`src/rtl/uart_pkg.sv`:
```
// rtl/uart_pkg.sv - shared UART types and constants
//
// Purpose: sequencer state encoding, UART data width and the baud-select
//          codes shared with the baud controller.
// Ports:   none (package).
package uart_pkg;

    localparam int UART_DATA_W = 8;

    typedef enum logic [1:0] {
        S_IDLE = 2'd0,
        S_REQ  = 2'd1,
        S_WAIT = 2'd2
    } tx_state_t;

    localparam logic [2:0] BAUD_SEL_1200   = 3'b000;
    localparam logic [2:0] BAUD_SEL_2400   = 3'b001;
    localparam logic [2:0] BAUD_SEL_4800   = 3'b010;
    localparam logic [2:0] BAUD_SEL_9600   = 3'b011;
    localparam logic [2:0] BAUD_SEL_19200  = 3'b100;
    localparam logic [2:0] BAUD_SEL_38400  = 3'b101;
    localparam logic [2:0] BAUD_SEL_57600  = 3'b110;
    localparam logic [2:0] BAUD_SEL_115200 = 3'b111;

endpackage

```
`src/rtl/uart_fifo_mem.sv`:
```
// rtl/uart_fifo_mem.sv - DEPTH x 8 synchronous-write, asynchronous-read array
//
// Purpose: byte storage for uart_tx_fifo. Contents are not reset.
// Ports:
//   i_clk      - clock, rising edge
//   i_wr_en    - write strobe
//   i_wr_addr  - write address
//   i_wr_data  - write byte
//   i_rd_addr  - read address
//   o_rd_data  - combinational read byte
module uart_fifo_mem
    import uart_pkg::*;
#(
    parameter int DEPTH  = 8,
    parameter int ADDR_W = 3
) (
    input  logic                   i_clk,
    input  logic                   i_wr_en,
    input  logic [ADDR_W-1:0]      i_wr_addr,
    input  logic [UART_DATA_W-1:0] i_wr_data,
    input  logic [ADDR_W-1:0]      i_rd_addr,
    output logic [UART_DATA_W-1:0] o_rd_data
);

    logic [UART_DATA_W-1:0] r_mem [DEPTH];

    always_ff @(posedge i_clk) begin
        if (i_wr_en) begin
            r_mem[i_wr_addr] <= i_wr_data;
        end
    end

    assign o_rd_data = r_mem[i_rd_addr];

endmodule

```
`src/rtl/uart_tx_fifo.sv`:
```
// rtl/uart_tx_fifo.sv - byte FIFO and write sequencer feeding uart_transmitter
//
// Purpose: queues host bytes and hands them one at a time to the transmitter,
//          holding Tx_WR until TX_BUSY acknowledges and waiting for TX_BUSY
//          to drop before the next byte.
// Optional: define UART_TX_FIFO_OVF_EN to add the sticky ovf flag / ovf_clr.
// Ports:
//   clock    - system clock, rising edge
//   reset    - asynchronous active-high reset
//   wr_data  - byte to enqueue
//   wr_en    - enqueue strobe, ignored while full
//   full     - FIFO holds DEPTH bytes
//   empty    - FIFO holds no bytes
//   count    - occupancy 0..DEPTH
//   Tx_DATA  - byte presented to the transmitter
//   Tx_WR    - write request level to the transmitter
//   TX_BUSY  - transmitter busy flag
//   idle     - FIFO empty and sequencer idle
//   ovf      - (optional) sticky dropped-write flag
//   ovf_clr  - (optional) clears ovf; a same-cycle set wins
module uart_tx_fifo
    import uart_pkg::*;
#(
    parameter int DEPTH  = 8,
    parameter int ADDR_W = 3
) (
    input  logic                   clock,
    input  logic                   reset,
    input  logic [UART_DATA_W-1:0] wr_data,
    input  logic                   wr_en,
    output logic                   full,
    output logic                   empty,
    output logic [ADDR_W:0]        count,
    output logic [UART_DATA_W-1:0] Tx_DATA,
    output logic                   Tx_WR,
    input  logic                   TX_BUSY,
    output logic                   idle
`ifdef UART_TX_FIFO_OVF_EN
    ,
    output logic                   ovf,
    input  logic                   ovf_clr
`endif
);

    generate
        if ((DEPTH < 2) || (DEPTH != (1 << ADDR_W))) begin : g_bad_param
            $error("uart_tx_fifo: DEPTH must be a power of two >= 2 equal to 2**ADDR_W");
        end
    endgenerate

    localparam logic [ADDR_W:0] PTR_ONE = {{ADDR_W{1'b0}}, 1'b1};

    logic [ADDR_W:0]        r_wr_ptr;
    logic [ADDR_W:0]        r_rd_ptr;
    logic [ADDR_W:0]        r_count;
    logic                   r_full;
    logic                   r_empty;
    logic [ADDR_W:0]        w_wr_ptr_nxt;
    logic [ADDR_W:0]        w_rd_ptr_nxt;
    logic [ADDR_W:0]        w_count_nxt;
    logic                   w_full_nxt;
    logic                   w_empty_nxt;
    logic                   w_push;
    logic                   w_pop;
    logic [UART_DATA_W-1:0] w_mem_rd;

    tx_state_t              r_state;
    logic                   r_tx_wr;
    logic [UART_DATA_W-1:0] r_tx_data;
    logic                   r_idle;
    logic                   w_state_idle_nxt;

    // full is the registered flag, so a push in the same cycle as a pop
    // from a full FIFO is still refused.
    assign w_push = wr_en && !r_full;
    assign w_pop  = (r_state == S_IDLE) && !r_empty && !TX_BUSY;

    assign w_wr_ptr_nxt = w_push ? (r_wr_ptr + PTR_ONE) : r_wr_ptr;
    assign w_rd_ptr_nxt = w_pop  ? (r_rd_ptr + PTR_ONE) : r_rd_ptr;
    assign w_count_nxt  = w_wr_ptr_nxt - w_rd_ptr_nxt;
    assign w_empty_nxt  = (w_wr_ptr_nxt == w_rd_ptr_nxt);
    // Same slot, different lap: writer is a full buffer ahead of the reader.
    assign w_full_nxt   = (w_wr_ptr_nxt[ADDR_W] != w_rd_ptr_nxt[ADDR_W]) &&
                          (w_wr_ptr_nxt[ADDR_W-1:0] == w_rd_ptr_nxt[ADDR_W-1:0]);

    uart_fifo_mem #(
        .DEPTH  (DEPTH),
        .ADDR_W (ADDR_W)
    ) u_mem (
        .i_clk     (clock),
        .i_wr_en   (w_push),
        .i_wr_addr (r_wr_ptr[ADDR_W-1:0]),
        .i_wr_data (wr_data),
        .i_rd_addr (r_rd_ptr[ADDR_W-1:0]),
        .o_rd_data (w_mem_rd)
    );

    always_ff @(posedge clock or posedge reset) begin
        if (reset) begin
            r_wr_ptr <= '0;
            r_rd_ptr <= '0;
            r_count  <= '0;
            r_full   <= 1'b0;
            r_empty  <= 1'b1;
        end else begin
            r_wr_ptr <= w_wr_ptr_nxt;
            r_rd_ptr <= w_rd_ptr_nxt;
            r_count  <= w_count_nxt;
            r_full   <= w_full_nxt;
            r_empty  <= w_empty_nxt;
        end
    end

    // Whether the sequencer will sit in S_IDLE after this edge; feeds the
    // registered idle output so it agrees with the state after the edge.
    always_comb begin
        w_state_idle_nxt = 1'b0;
        case (r_state)
            S_IDLE:  w_state_idle_nxt = !w_pop;
            S_REQ:   w_state_idle_nxt = 1'b0;
            S_WAIT:  w_state_idle_nxt = !TX_BUSY;
            default: w_state_idle_nxt = 1'b1;
        endcase
    end

    // Tx_WR is held as a level from the pop until TX_BUSY acknowledges, so
    // the handshake does not depend on the transmitter's sampling latency.
    always_ff @(posedge clock or posedge reset) begin
        if (reset) begin
            r_state   <= S_IDLE;
            r_tx_wr   <= 1'b0;
            r_tx_data <= '0;
            r_idle    <= 1'b1;
        end else begin
            r_idle <= w_empty_nxt && w_state_idle_nxt;
            case (r_state)
                S_IDLE: begin
                    if (w_pop) begin
                        r_state   <= S_REQ;
                        r_tx_wr   <= 1'b1;
                        r_tx_data <= w_mem_rd;
                    end
                end
                S_REQ: begin
                    if (TX_BUSY) begin
                        r_state <= S_WAIT;
                        r_tx_wr <= 1'b0;
                    end
                end
                S_WAIT: begin
                    if (!TX_BUSY) begin
                        r_state <= S_IDLE;
                    end
                end
                default: begin
                    r_state <= S_IDLE;
                    r_tx_wr <= 1'b0;
                end
            endcase
        end
    end

`ifdef UART_TX_FIFO_OVF_EN
    logic r_ovf;

    always_ff @(posedge clock or posedge reset) begin
        if (reset) begin
            r_ovf <= 1'b0;
        end else if (wr_en && r_full) begin
            r_ovf <= 1'b1;
        end else if (ovf_clr) begin
            r_ovf <= 1'b0;
        end
    end

    assign ovf = r_ovf;
`endif

    assign full    = r_full;
    assign empty   = r_empty;
    assign count   = r_count;
    assign Tx_DATA = r_tx_data;
    assign Tx_WR   = r_tx_wr;
    assign idle    = r_idle;

endmodule

```
`config.mk`:
```
export PLATFORM = sky130hd
export DESIGN_NAME = uart_tx_fifo
export DESIGN_NICKNAME = d
export VERILOG_FILES = /design/src/rtl/uart_pkg.sv /design/src/rtl/uart_fifo_mem.sv /design/src/rtl/uart_tx_fifo.sv
export SDC_FILE = /design/constraint.sdc
export NUM_CORES = 1
export LEC_CHECK = 0
export BUFFER_PORTS_ARGS = -buffer_cell sky130_fd_sc_hd__buf_2
export CAP_MARGIN = 20
export CORE_UTILIZATION = 55
export CTS_BUF_LIST = sky130_fd_sc_hd__clkbuf_4 sky130_fd_sc_hd__clkbuf_8
export CTS_CLUSTER_DIAMETER = 80
export DETAILED_ROUTE_END_ITERATION = 16
export GPL_TIMING_DRIVEN = 0
export PLACE_DENSITY = 0.8
export SLEW_MARGIN = 20
export SYNTH_ARGS = -nofsm -noshare
export SYNTH_HDL_FRONTEND = slang
export SYNTH_SLANG_ARGS = --single-unit
```
`constraint.sdc`:
```
create_clock -name clock -period 6.6 [get_ports clock]
set_input_delay 1.32 -clock clock [delete_from_list [all_inputs] [get_ports clock]]
set_output_delay 1.32 -clock clock [all_outputs]
set_load 0.1 [all_outputs]
```
== Yosys cells after proc, flatten, opt, wreduce, memory -nomap -nowiden ==
Memory sizes are Yosys's and may differ from the RTL's. A register that Yosys moved wholly into a read port is not among the register bits.
Cells that the tools add are included.

* Bits in registers: 18
* Bits in writable memories: 64
* Input bits: 12
* Output and inout port bits: 16
* Word-level logic and storage cells: 46
* Memories kept: 1

* Add/subtract/negate cells: 3
* Eq/ne operators: 8
* Multiplexer cells: 12
* Bitwise gates (word level): 1
* Reductions and logical operators: 13

{| class="wikitable"
|+ Memories
! name !! words !! bits a word !! read ports !! clocked after Yosys merged registers in !! write ports !! RTL line !! source
|-
| u_mem.r_mem || 8 || 8 || 1 || 1 || 1 || uart_fifo_mem.sv:25 || <nowiki>logic [UART_DATA_W-1:0] r_mem [DEPTH];</nowiki>
|}

{| class="wikitable"
|+ Operators by type and width
! kind !! count
|-
| $add 4x1->4 const B || 2
|-
| $mux 4 || 2
|-
| $mux 2 || 3
|-
| $ne 2x2->1 const B || 3
|-
| $pmux 1 s3 || 2
|-
| $pmux 2 s3 || 1
|-
| $reduce_and 3->1 || 2
|-
| $logic_and 1x1->1 || 5
|-
| $eq 4x4->1 || 1
|-
| $logic_not 1->1 || 4
|-
| $mux 1 || 4
|-
| $sub 4x4->4 || 1
|-
| $eq 3x3->1 || 1
|-
| $eq 2x1->1 const B || 1
|-
| $eq 2x2->1 const B || 1
|-
| $logic_not 2->1 || 1
|-
| $reduce_and 2->1 || 1
|-
| $ne 1x1->1 || 1
|-
| $not 1->1 || 1
|}

== Logic depth before layout (Yosys ltp) ==
* Depth after elaboration: 6
* Gate-level depth with buffers: 9
* Mapped depth without buffers: 8

== By module ==
A second synthesis with hierarchy kept.

* Cells, all modules: 194
* Area, all modules: 3,678.5 um^2

{| class="wikitable"
|+ By module, submodules not included
! module !! instances !! cells an instance !! area an instance (um^2) !! seq. area each (um^2)
|-
| uart_fifo_mem || 1 || 106 || 2,531.2 || 1,921.8
|-
| uart_tx_fifo || 1 || 88 || 1,147.4 || 653.1
|}

== Least setup slack after synthesis ==
OpenSTA, ideal clock, no wires.

* Kind: input port to flip-flop
* From: in TX_BUSY
* To: reg r_count[3] (netlist: count[3])
* Setup time: 125 ps
* Data arrival time: 3,075 ps
* Setup slack: 3,400 ps
* Stages on the path: 8
* Path buffers: 2
* Cell sequence: nor4_2 -> buf_4 -> clkbuf_1 -> xor2_1 -> ha_1 -> maj3_2 -> maj3_2 -> xnor2_1

* Cells in the longest elaborated chain, start to end: 4

{| class="wikitable"
|+ RTL lines
! what !! RTL line !! source
|-
| from (decl) || uart_tx_fifo.sv:36 || <nowiki>input logic TX_BUSY,</nowiki>
|-
| $logic_not 1->1 || - ||
|-
| $logic_and 1x1->1 || uart_tx_fifo.sv:76 || <nowiki>assign w_pop = (r_state == S_IDLE) && !r_empty && !TX_BUSY;</nowiki>
|-
| $mux 4 || uart_tx_fifo.sv:79 || <nowiki>assign w_rd_ptr_nxt = w_pop ? (r_rd_ptr + PTR_ONE) : r_rd_ptr;</nowiki>
|-
| net w_rd_ptr_nxt[0] || uart_tx_fifo.sv:59 || <nowiki>logic [ADDR_W:0] w_rd_ptr_nxt;</nowiki>
|-
| $sub 4x4->4 || uart_tx_fifo.sv:80 || <nowiki>assign w_count_nxt = w_wr_ptr_nxt - w_rd_ptr_nxt;</nowiki>
|-
| net w_count_nxt[3] || uart_tx_fifo.sv:60 || <nowiki>logic [ADDR_W:0] w_count_nxt;</nowiki>
|-
| to (signal assigned) || uart_tx_fifo.sv:108 || <nowiki>r_count <= w_count_nxt;</nowiki>
|-
| to (decl) || uart_tx_fifo.sv:55 || <nowiki>logic [ADDR_W:0] r_count;</nowiki>
|}

The timed path passes the listed nets, and every way through them passes these cells.
A chain may end at the register's enable or synchronous reset.

== Worst setup path in the final report ==
Same ends and word-level chain as after synthesis.

==> metrics.cfg <==
[setup_path]
ff2ff_setup_slack_ps=3770
timing.rr.end=count[3]
cp.arrival_ps=3590
start_kind=input port
setup.worst_path.start=TX_BUSY
cp_max_fo=10
crit_required_ps=6830
critPathCapture=count[3]
crit_type=input port to flop
ff2ff_path_depth=8
rr_startpoint=r_state[0]
endpoint_kind=flop

[yosys]
synth_edf_count=64
synth_seq_cells=90
yosysUniqueCellTypes=32
synthCells=211
synth_top_family_by_area=multiplexers
syn_area_um2=3560
synth_compound_area_share_pct=1.93
synth_mux_area_share_pct=10.8
synth_nets=227
synth_adder_area_share_pct=2.04
synth_xor_area_share_pct=3.79
ys_async_sr_fraction_pct=28.9
synthFlopType=edfxtp_1
synth-seq-area-share_pct=72.3
synth_warnings=0
synth-simple-area-share_pct=7.10
avgSynthCellArea_um2=16.9

[timing]
fin_crit_sh_pct=50.9
fin_skew_ps=6.96
fmax_mhz=298
layout_min_cycle_time_ps=3360
hold_violations=0
drv_slew=0
rsz0062_at_grt=false
finalSetupTns_ps=0
relSlewSlack_pct=40.0
tightest_slew_ps=897
setup_viol=0

[layout]
nFillCells=428
seq_area_um2=2570
finalNonFillerCells=331
nets=267
multiInputGateArea_um2=925
area_growth_syn_to_layout_pct=13.0
mostFrequentLayoutCell=edfxtp_1
num_antenna_cells=0
drive_above_1_share_pct=29.7
fin_util_pct=66.0
final_cell_mix=edfxtp_1, buf_2, dfrtp_1, nor2_1, nand2_1

[placement]
routabilityCongestion=0.712
port_buffers=27
hpwl_um=3910
place_inst=313

[die]
fp.dieW_um=82.5
die_area_um2=6800
die_h_um=82.5
io_pins=28
rows=28
start_util_pct=58.4
core_um2=6100

[grt]
grt_max_degree=27
grtUsageTotal_pct=21.1
gr-total-overflow=0
grt_pass1_wl_um=9560
antenna_found_initial=0
grt_pass1_vias=1874

[drt]
drt_iter0_drc=149
drt-wirelength-per-cell_um=18.4
ant_nets=0
routed_via_density=5.64
wl_um=6080
vias=1866
dr.pass1.iters=4
drc=0

[hold_path]
hold_class=flop to flop

[run_status]
status=completed

[cts]
cts_inserted_buffers=9
htree_num_levels=3
cts_buffer_depth=2
cts_root_buf=clkbuf_8
clk_latency_ps=340
postCtsSetupBuffers=0
cts_hold_buffers=0
cts.sink_count=90
ctsResizeCount=0
cts_tree=built
clk_pin_slew_ps=90

[flow_run]
maxCapViolCount=0

-- Yosys cell counts, drive strengths merged (2+ instances only) --
master | instances | area (um2)
edfxtp | 64 | 1920
dfrtp | 24 | 601
nand2 | 21 | 78.8
nor2 | 21 | 78.8
mux4 | 16 | 360
inv | 10 | 37.5
a31oi | 8 | 50.1
xnor2 | 6 | 60.1
xor2 | 6 | 52.6
buf | 5 | 26.3
ha | 4 | 50.1
nor3 | 4 | 25.0
nand2b | 3 | 18.8
clkbuf | 2 | 7.51
dfstp | 2 | 52.6
maj3 | 2 | 22.5
nand3b | 2 | 15.0
-- worst max-delay path, cell delays in order --
cell and delay (ps):
buf_2 130, nor4_2 280, buf_4 260, clkbuf_1 440, xor2_1 170, ha_1 240
maj3_2 310, maj3_2 310, xnor2_1 120
-- per-layer routing --
layer / part of all wire [%] / global-route usage [%]
met5: 0 / 0
met4: 2.2 / 10.5
met3: 4.5 / 4.62
met2: 50 / 34.4
met1: 43 / 26.8
-- per-stage QoR --
step	setup slack (ps)	hold slack, ps	cell area [um2]
after detailed placement	2810	487	3800
after global routing	3070	535	4020
final	3240	503	4020
after floorplan	3400	528	3560
after CTS	3190	507	4000
after global placement	2880	477	3790
-- kinds of logic (layout without fill, tap and decap cells) --
kind of cell | after synthesis | after routing
flops | 90 | 90
simple gates | 56 | 56
mux | 18 | 18
buf+inv | 17 | 62
xor+xnor | 13 | 13
compound gates | 11 | 11
fa+ha+maj | 6 | 6
-- how the worst min path moves through the flow --
stage | startpoint | endpoint | slack (ps) | depth (start not counted)
finish | Tx_WR | Tx_WR | 500 | 2
CTS | Tx_WR | Tx_WR | 510 | 2
detailed placement | Tx_WR | Tx_WR | 490 | 2
global route | Tx_WR | Tx_WR | 530 | 2
floorplan | r_rd_ptr[3] | r_rd_ptr[3] | 530 | 2
global placement | Tx_WR | Tx_WR | 480 | 2
-- sequential cells by signal, summed over array words and instances (netlist names) --
name / cells
Tx_WR: 1
empty: 1
r_wr_ptr: 4
full: 1
idle: 1
u_mem.r_mem: 64
r_state: 2
count: 4
r_rd_ptr: 4
Tx_DATA: 8
-- final cells by class --
cell class	instances	area share (%)
flip-flops and latches	90	64.0
plain buffers	7	0.840
well taps	75	2.33
repair buffers	29	4.01
multi-input cells	104	23.0
clock inverters	6	1.65
clock buffers	10	3.26
inverters	10	0.933
Power is left out: the tool's default activity adds up to more than one toggle a clock period on the data nets, which glitch-free logic cannot reach.
